File: config.mk
export PLATFORM = sky130hd
export DESIGN_NAME = signed_mul_seq
export DESIGN_NICKNAME = d
export VERILOG_FILES = /design/src/rtl/signed_mul_seq.sv
export SDC_FILE = /design/constraint.sdc
export NUM_CORES = 1
export LEC_CHECK = 0
export CORE_MARGIN = 3
export CORE_UTILIZATION = 35
export CTS_BUF_LIST = sky130_fd_sc_hd__clkbuf_16
export DETAILED_ROUTE_END_ITERATION = 16
export PLACE_DENSITY = 0.59
export SETUP_SLACK_MARGIN = 0.02
export SLEW_MARGIN = 40
export SYNTH_ARGS = -nofsm -noshare
export SYNTH_HDL_FRONTEND = slang
export SYNTH_SLANG_ARGS = --single-unit
File: constraint.sdc
create_clock -name clk -period 9.8 [get_ports clk]
set_clock_uncertainty 0.15 [all_clocks]
set_input_delay 1.96 -clock clk [delete_from_list [all_inputs] [get_ports clk]]
set_output_delay 1.96 -clock clk [all_outputs]
set_load 0.01 [all_outputs]
File: src/rtl/signed_mul_seq.sv
// Sequential signed multiplier: operands are reduced to magnitudes, multiplied by a
// WIDTH-step shift-add loop, then the product sign is restored by a two's-complement negate.
module signed_mul_seq #(
    parameter int WIDTH = 16
) (
    input  logic                 clk,
    input  logic                 rst_n,
    input  logic                 in_valid,
    output logic                 in_ready,
    input  logic [WIDTH-1:0]     a,
    input  logic [WIDTH-1:0]     b,
    output logic                 out_valid,
    input  logic                 out_ready,
    output logic [2*WIDTH-1:0]   product,
    output logic                 busy
);

    localparam int PW = 2 * WIDTH;
    localparam int CW = (WIDTH > 1) ? $clog2(WIDTH) : 1;

    typedef enum logic [2:0] {
        S_IDLE,
        S_ABS,
        S_MUL,
        S_FIX,
        S_DONE
    } state_t;

    state_t r_state;
    state_t w_state_next;

    logic [WIDTH-1:0] r_a;
    logic [WIDTH-1:0] r_b;
    logic             r_neg;
    logic [WIDTH-1:0] r_mag_a;
    logic [WIDTH-1:0] r_mag_b;
    logic [PW-1:0]    r_acc;
    logic [CW-1:0]    r_cnt;
    logic [PW-1:0]    r_product;

    logic             w_accept;
    logic             w_last_iter;
    logic [WIDTH-1:0] w_mag_a;
    logic [WIDTH-1:0] w_mag_b;
    logic [PW-1:0]    w_addend;
    logic [PW-1:0]    w_fixed;

    // Handshake flags come straight from the state register, so neither
    // in_valid nor out_ready has a combinational path to an output.
    assign in_ready  = (r_state == S_IDLE);
    assign out_valid = (r_state == S_DONE);
    assign busy      = (r_state != S_IDLE);
    assign product   = r_product;

    assign w_accept    = in_valid && (r_state == S_IDLE);
    assign w_last_iter = (r_cnt == CW'(WIDTH - 1));

    // Most negative operand maps onto itself, which reads correctly as unsigned 2^(WIDTH-1).
    assign w_mag_a = r_a[WIDTH-1] ? (~r_a + WIDTH'(1)) : r_a;
    assign w_mag_b = r_b[WIDTH-1] ? (~r_b + WIDTH'(1)) : r_b;

    assign w_addend = r_mag_b[r_cnt] ? ({{WIDTH{1'b0}}, r_mag_a} << r_cnt) : '0;
    assign w_fixed  = r_neg ? (~r_acc + PW'(1)) : r_acc;

    always_ff @(posedge clk or negedge rst_n) begin
        if (!rst_n) begin
            r_state <= S_IDLE;
        end else begin
            r_state <= w_state_next;
        end
    end

    always_comb begin
        w_state_next = r_state;
        case (r_state)
            S_IDLE: if (w_accept) w_state_next = S_ABS;
            S_ABS:  w_state_next = S_MUL;
            S_MUL:  if (w_last_iter) w_state_next = S_FIX;
            S_FIX:  w_state_next = S_DONE;
            S_DONE: if (out_ready) w_state_next = S_IDLE;
            default: w_state_next = S_IDLE;
        endcase
    end

    always_ff @(posedge clk or negedge rst_n) begin
        if (!rst_n) begin
            r_a       <= '0;
            r_b       <= '0;
            r_neg     <= 1'b0;
            r_mag_a   <= '0;
            r_mag_b   <= '0;
            r_acc     <= '0;
            r_cnt     <= '0;
            r_product <= '0;
        end else begin
            case (r_state)
                S_IDLE: begin
                    if (w_accept) begin
                        r_a   <= a;
                        r_b   <= b;
                        r_neg <= a[WIDTH-1] ^ b[WIDTH-1];
                    end
                end
                S_ABS: begin
                    r_mag_a <= w_mag_a;
                    r_mag_b <= w_mag_b;
                    r_acc   <= '0;
                    r_cnt   <= '0;
                end
                S_MUL: begin
                    // Sum of partial products never exceeds 2^(2*WIDTH-2), so no carry-out.
                    r_acc <= r_acc + w_addend;
                    r_cnt <= r_cnt + CW'(1);
                end
                S_FIX: begin
                    r_product <= w_fixed;
                end
                default: begin
                end
            endcase
        end
    end

endmodule
# After elaboration in Yosys (flattened, before gate mapping)
# Index checks and enable logic that the tools add are counted.
[word_totals]
out_inout_bits = 35
ff_bits = 136
mem_bits_rw = 0
latch_bits = 0
input_bits = 36
romBits = 0
n_memories = 0
[op_classes]
n_addsub = 5
reduce_logical = 6
bitwise = 4
shifts = 1
div = 0
n_mul = 0
eq_ne = 8
magnitude_cmp = 1
mux = 12
[ops]
columns = ["cell", "count"]
rows = [
  ["two-way mux 32 bit", 2],
  ["one-hot mux 32 bit (2 select lines)", 1],
  ["adder 16 x 1 -> 16 bit, second input constant", 2],
  ["adder 32 x 1 -> 32 bit, second input constant", 1],
  ["adder 32 bit", 1],
  ["two-way mux 16 bit", 2],
  ["inverter 16 bit", 2],
  ["inverter 32 bit", 1],
  ["left shift 16 x 4 -> 32 bit", 1],
  ["one-hot mux 3 bit (5 select lines)", 1],
  ["two-way mux 3 bit", 3],
  ["one-hot mux 4 bit (2 select lines)", 1],
  ["equality test 3 x 2 -> 1 bit, second input constant", 2],
  ["less-than comparator 4 x 5 -> 1 bit, second input constant", 1],
  ["adder 4 x 1 -> 4 bit, second input constant", 1],
  ["binary-select mux 1 bit (select 4 bit)", 1],
  ["equality test 4 bit, second input constant", 1],
  ["inequality test 2 x 1 -> 1 bit, second input constant", 2],
  ["equality test 3 x 1 -> 1 bit, second input constant", 1],
  ["equality test 3 bit, second input constant", 1],
  ["logical NOT 3 bit", 1],
  ["AND reduction 3 bit", 1],
  ["nonzero test 3 bit", 1],
  ["inequality test 2 bit, second input constant", 1],
  ["other kinds (5)", 5],
]

# Longest topological paths before layout
[logic_depth]
ltp_word = 5
ltp_mapped = 18
mapped_depth_nobuf = 15

# Worst setup path before layout
# OpenSTA, ideal clock, no wires.
[synth_timing]
path_type = "register to register"
startpoint = "register r_cnt[0]"
endpoint = "register r_acc[29]"
synth_period_minus_slack_ns = 4.073
slack_ns = 5.727
arrival_ns = 3.854
path_stages_with_launch = 19
setup_ns = 0.069
path_cell_list = "dfrtp_1 -> buf_2 -> mux4_2 -> nand2_1 -> nand2_1 -> nand2_1 -> and2_1 -> clkbuf_1 -> clkbuf_1 -> a211oi_1 -> ha_1 -> buf_2 -> a21oi_1 -> o211a_1 -> o41ai_2 -> o41a_1 -> o22ai_1 -> or4_1 -> nand3_1"
[synth_via]
elab_chain_len = 5
elab_cells_between_ends = 6
cone_classes = "add/sub (1); shift (1); mux (4)"
[synth_rtl]
columns = ["item", "line_no", "source"]
rows = [
  ["start: declaration", "38", "logic [CW-1:0] r_cnt;"],
  ["start signal: assignment", "113", "r_cnt <= r_cnt + CW'(1);"],
  ["binary-select mux 1 bit (select 4 bit)", "62", "assign w_addend = r_mag_b[r_cnt] ? ({{WIDTH{1'b0}}, r_mag_a} << r_cnt) : '0;"],
  ["two-way mux 1 bit (implied by the code)", "62", ""],
  ["two-way mux 32 bit (*)", "62", ""],
  ["adder 32 bit (*)", "112", "r_acc <= r_acc + w_addend;"],
  ["one-hot mux 32 bit (2 select lines) (*)", "96", "case (r_state)"],
  ["end signal: assignment", "112", ""],
  ["end: declaration", "37", "logic [PW-1:0] r_acc;"],
]
# Mark *: on every way between the ends. The rest lies on a longest branch, timed or not. The select of a mux whose other input is x is not followed.
# A chain may end at the register's enable or synchronous reset.

# Worst setup path after layout
[layout_timing]
startpoint = "register r_cnt[1]"
endpoint = "register r_acc[26]"
# The elaborated chain is that of the path after synthesis.

==> results.cfg <==
[power]
vdd_drop_max_v = 0.000130
power_density_nw_per_um2 = 320
p_leak_uw = 0.00445

[route]
drt_pass1_iterations = 5
viasPerCell = 5.27
routed_wl_um = 21500
initialDrtViolationCount = 490
vias = 7341
wl_per_cell_um = 15.5
antenna_left = 0
drc_errors = 0

[global_route]
grt_pass1_vias = 7096
use_met3_pct = 2.79
antenna_found_initial = 0
grt.met1_usage_pct = 22.9
grt-busiest-layer = met2
use_met2_pct = 24.3
grtUsageTotal_pct = 15.7
grt_pass1_wl_um = 36200
grt-ovfl-total = 0
grt_max_degree = 86

[worst_setup_path]
crit_end = r_acc[26]
cp_slowest_cell = dfrtp_2
worst_r2r_startpoint = r_cnt[1]
crit_path_max_fanout = 32
r2r_setup_slack_ns = 5.02
cp_slowest_stage_delay_ns = 0.70
critPathRequiredTime_ns = 9.94
worstPathCellList = clkinv_1, o21ai_0, nand3_1, a21o_1, and2_1, a211oi_1, ha_1, and2_1, a221oi_1, a31oi_1, a221o_1, a21oi_1, xor2_1, o21ai_0
reg2reg_to = r_acc[26]
cp-startpoint = r_cnt[1]
crit_arrival_ns = 4.92
crit_path_start_kind = flop
crit_path_end_kind = flop
reg2reg_depth = 14
path_class = flop to flop

[sta]
period_needed_ns = 4.78
hold_viol_final = 0
drv_slew = 0
fin_ws_ns = 5.02
fin_hold_ws_ns = 0.325
clock.fmax_mhz = 209
fin_crit_sh_pct = 48.8
fin_setup_tns_ns = 0
setup_violations = 0
rsz0062_at_grt = no
tightest_slew_ns = 0.732
max_slew_margin_pct = 50.7

[yosys]
synth_cells = 1018
yosysTopAreaCell = dfrtp_1
async_flop_share_pct = 100
syn_avg_cell_area_sq_um = 8.82
synth_common_cells = 153 x nand2_1, 138 x o21ai_0, 136 x dfrtp_1
ys_top_cells_by_area = dfrtp_1 38%, o21ai_0 7.7%, nand2_1 6.4%, xor2_1 6.2%, ha_1 4.9%
synth.net_count = 1090
synth_top_area_share_pct = 37.9
syn_area_sq_um = 8980
seq_area_frac_synth_pct = 37.9
yosysMostFrequentCell = nand2_1
dominantRegCellSynth = dfrtp_1
synth_warnings = 0
synth-edff-count = 0
ys_seq_elements = 136
yosysUniqueCellTypes = 66

[layout]
fillers = 2485
multi_input_area_sq_um = 5260
final_layout_size_suffix_gt1_share_pct = 8.98
final_cells = 1393
area_growth_pct = 16.9
diodes = 0
regArea_sq_um = 3410
fin_nets = 1128
final_util_pct = 42.4

[clock_network]
cts_max_level = 4
max-clock-path-buffers = 2
cts_hold_buf = 0
cts_buffers = 17
clock_sinks = 136
cts_resized = 0
postCtsSetupBuffers = 0
worstSkewPairLatency_ns = 0.42
cts_root_buffer = clkbuf_16
clk_pin_slew_worst_paths_ns = 0.06
cts_tree = yes

[die]
die_area_sq_um = 27600
dieWidth_um = 166
placeableCoreArea_sq_um = 24700
placementRows = 57
start_util_pct = 36.3
ios = 71
die_h_um = 166

[min_path]
min_path_type = flop to flop
worst_hold_startpoint = r_mag_b[13]

[placed_design]
place_congestion = 0.872
dpl.cell_count = 1361
dpl_worst_slack_ns = 5.08
hpwlAfterDp_um = 16100
io_buffers = 70

[run]
max_cap_viol_count = 0

[status]
status = finished clean
## critical path, delay by kind of cell (launching register included)
family | cells | cell delay (ns)
DFF | 1 | 0.70
adders and majority gates | 1 | 0.38
and+or+nand+nor | 3 | 0.62
buffers and inverters | 1 | 0.39
AOI/OAI and AO/OA | 8 | 2.20
xor gates and xnor gates | 1 | 0.19
## registers in the layout, indices dropped and copies added, names as in the netlist
register	cells
r_state	3
r_b	16
r_acc	32
r_mag_a	16
product	32
r_cnt	4
r_neg	1
r_mag_b	16
r_a	16
## metrics by stage
step	total power (uW)	cell area, sq um
after global routing	3680	10500
final	3360	10500
after floorplan	2260	8980
after CTS	3400	10500
after global placement	2730	9900
after detailed placement	2750	9910
## cell usage in the layout, fill, tap and decap left out, types with 4 or more instances in the layout
cell	instances
buf_4	7
mux2_2	33
xnor2_1	13
or3_1	6
nor3_1	13
a31oi_1	8
nor2_1	59
o21a_1	6
clkdlybuf4s50_1	69
o31ai_1	17
inv_6	6
and2_1	17
a211oi_1	20
nor2b_1	9
a21o_1	11
nand3b_1	4
nand4_1	15
a21oi_1	49
nand2b_1	12
o41ai_1	9
dfrtp_1	133
mux2i_1	19
mux4_2	8
o211ai_1	6
inv_1	21
xor2_1	64
ha_1	35
o21ai_0	138
nand2_1	153
nand3_1	15
or4_1	11
clkbuf_16	17
## per-layer routing
metal / vias to the layer above / routed length, um
li1: 3755 / -
met2: 146 / 9170
met1: 3423 / 11100
met5: - / 0
met3: 17 / 942
met4: 0 / 312
## worst min-delay path by stage
stage / endpoint / slack (ns) / depth (start not counted)
after floorplan: r_mag_b[14] / 0.29 / 2
after global placement: r_mag_b[3] / 0.31 / 2
final: r_mag_b[13] / 0.33 / 2
after CTS: r_mag_b[13] / 0.33 / 2
after detailed placement: r_mag_b[13] / 0.32 / 2
after global routing: product[8] / 0.35 / 2
## where the power goes
part	leakage [uW]	switching [uW]	internal, uW	total [uW]
logic	0.00245	921	737	1660
clock network	0.000278	273	359	633
registers	0.00172	281	791	1070
## logic make-up after synthesis
group	Yosys count	synth area share [%]
simple gates	336	17.9
compound gates	293	19.8
flops	136	37.9
buf+inv	80	3.55
xor+xnor	77	7.51
mux	60	8.27
fa+ha+maj	36	5.10
## cell type report
class / instances / area share [%]
flip-flops and latches: 136 / 32.5
clock inverters: 15 / 1.49
clock buffers: 17 / 4.06
multi-input cells: 802 / 50.1
well taps: 324 / 3.86
inverters: 22 / 0.787
repair buffers: 77 / 7.22
(Power assumes the default switching activity.)
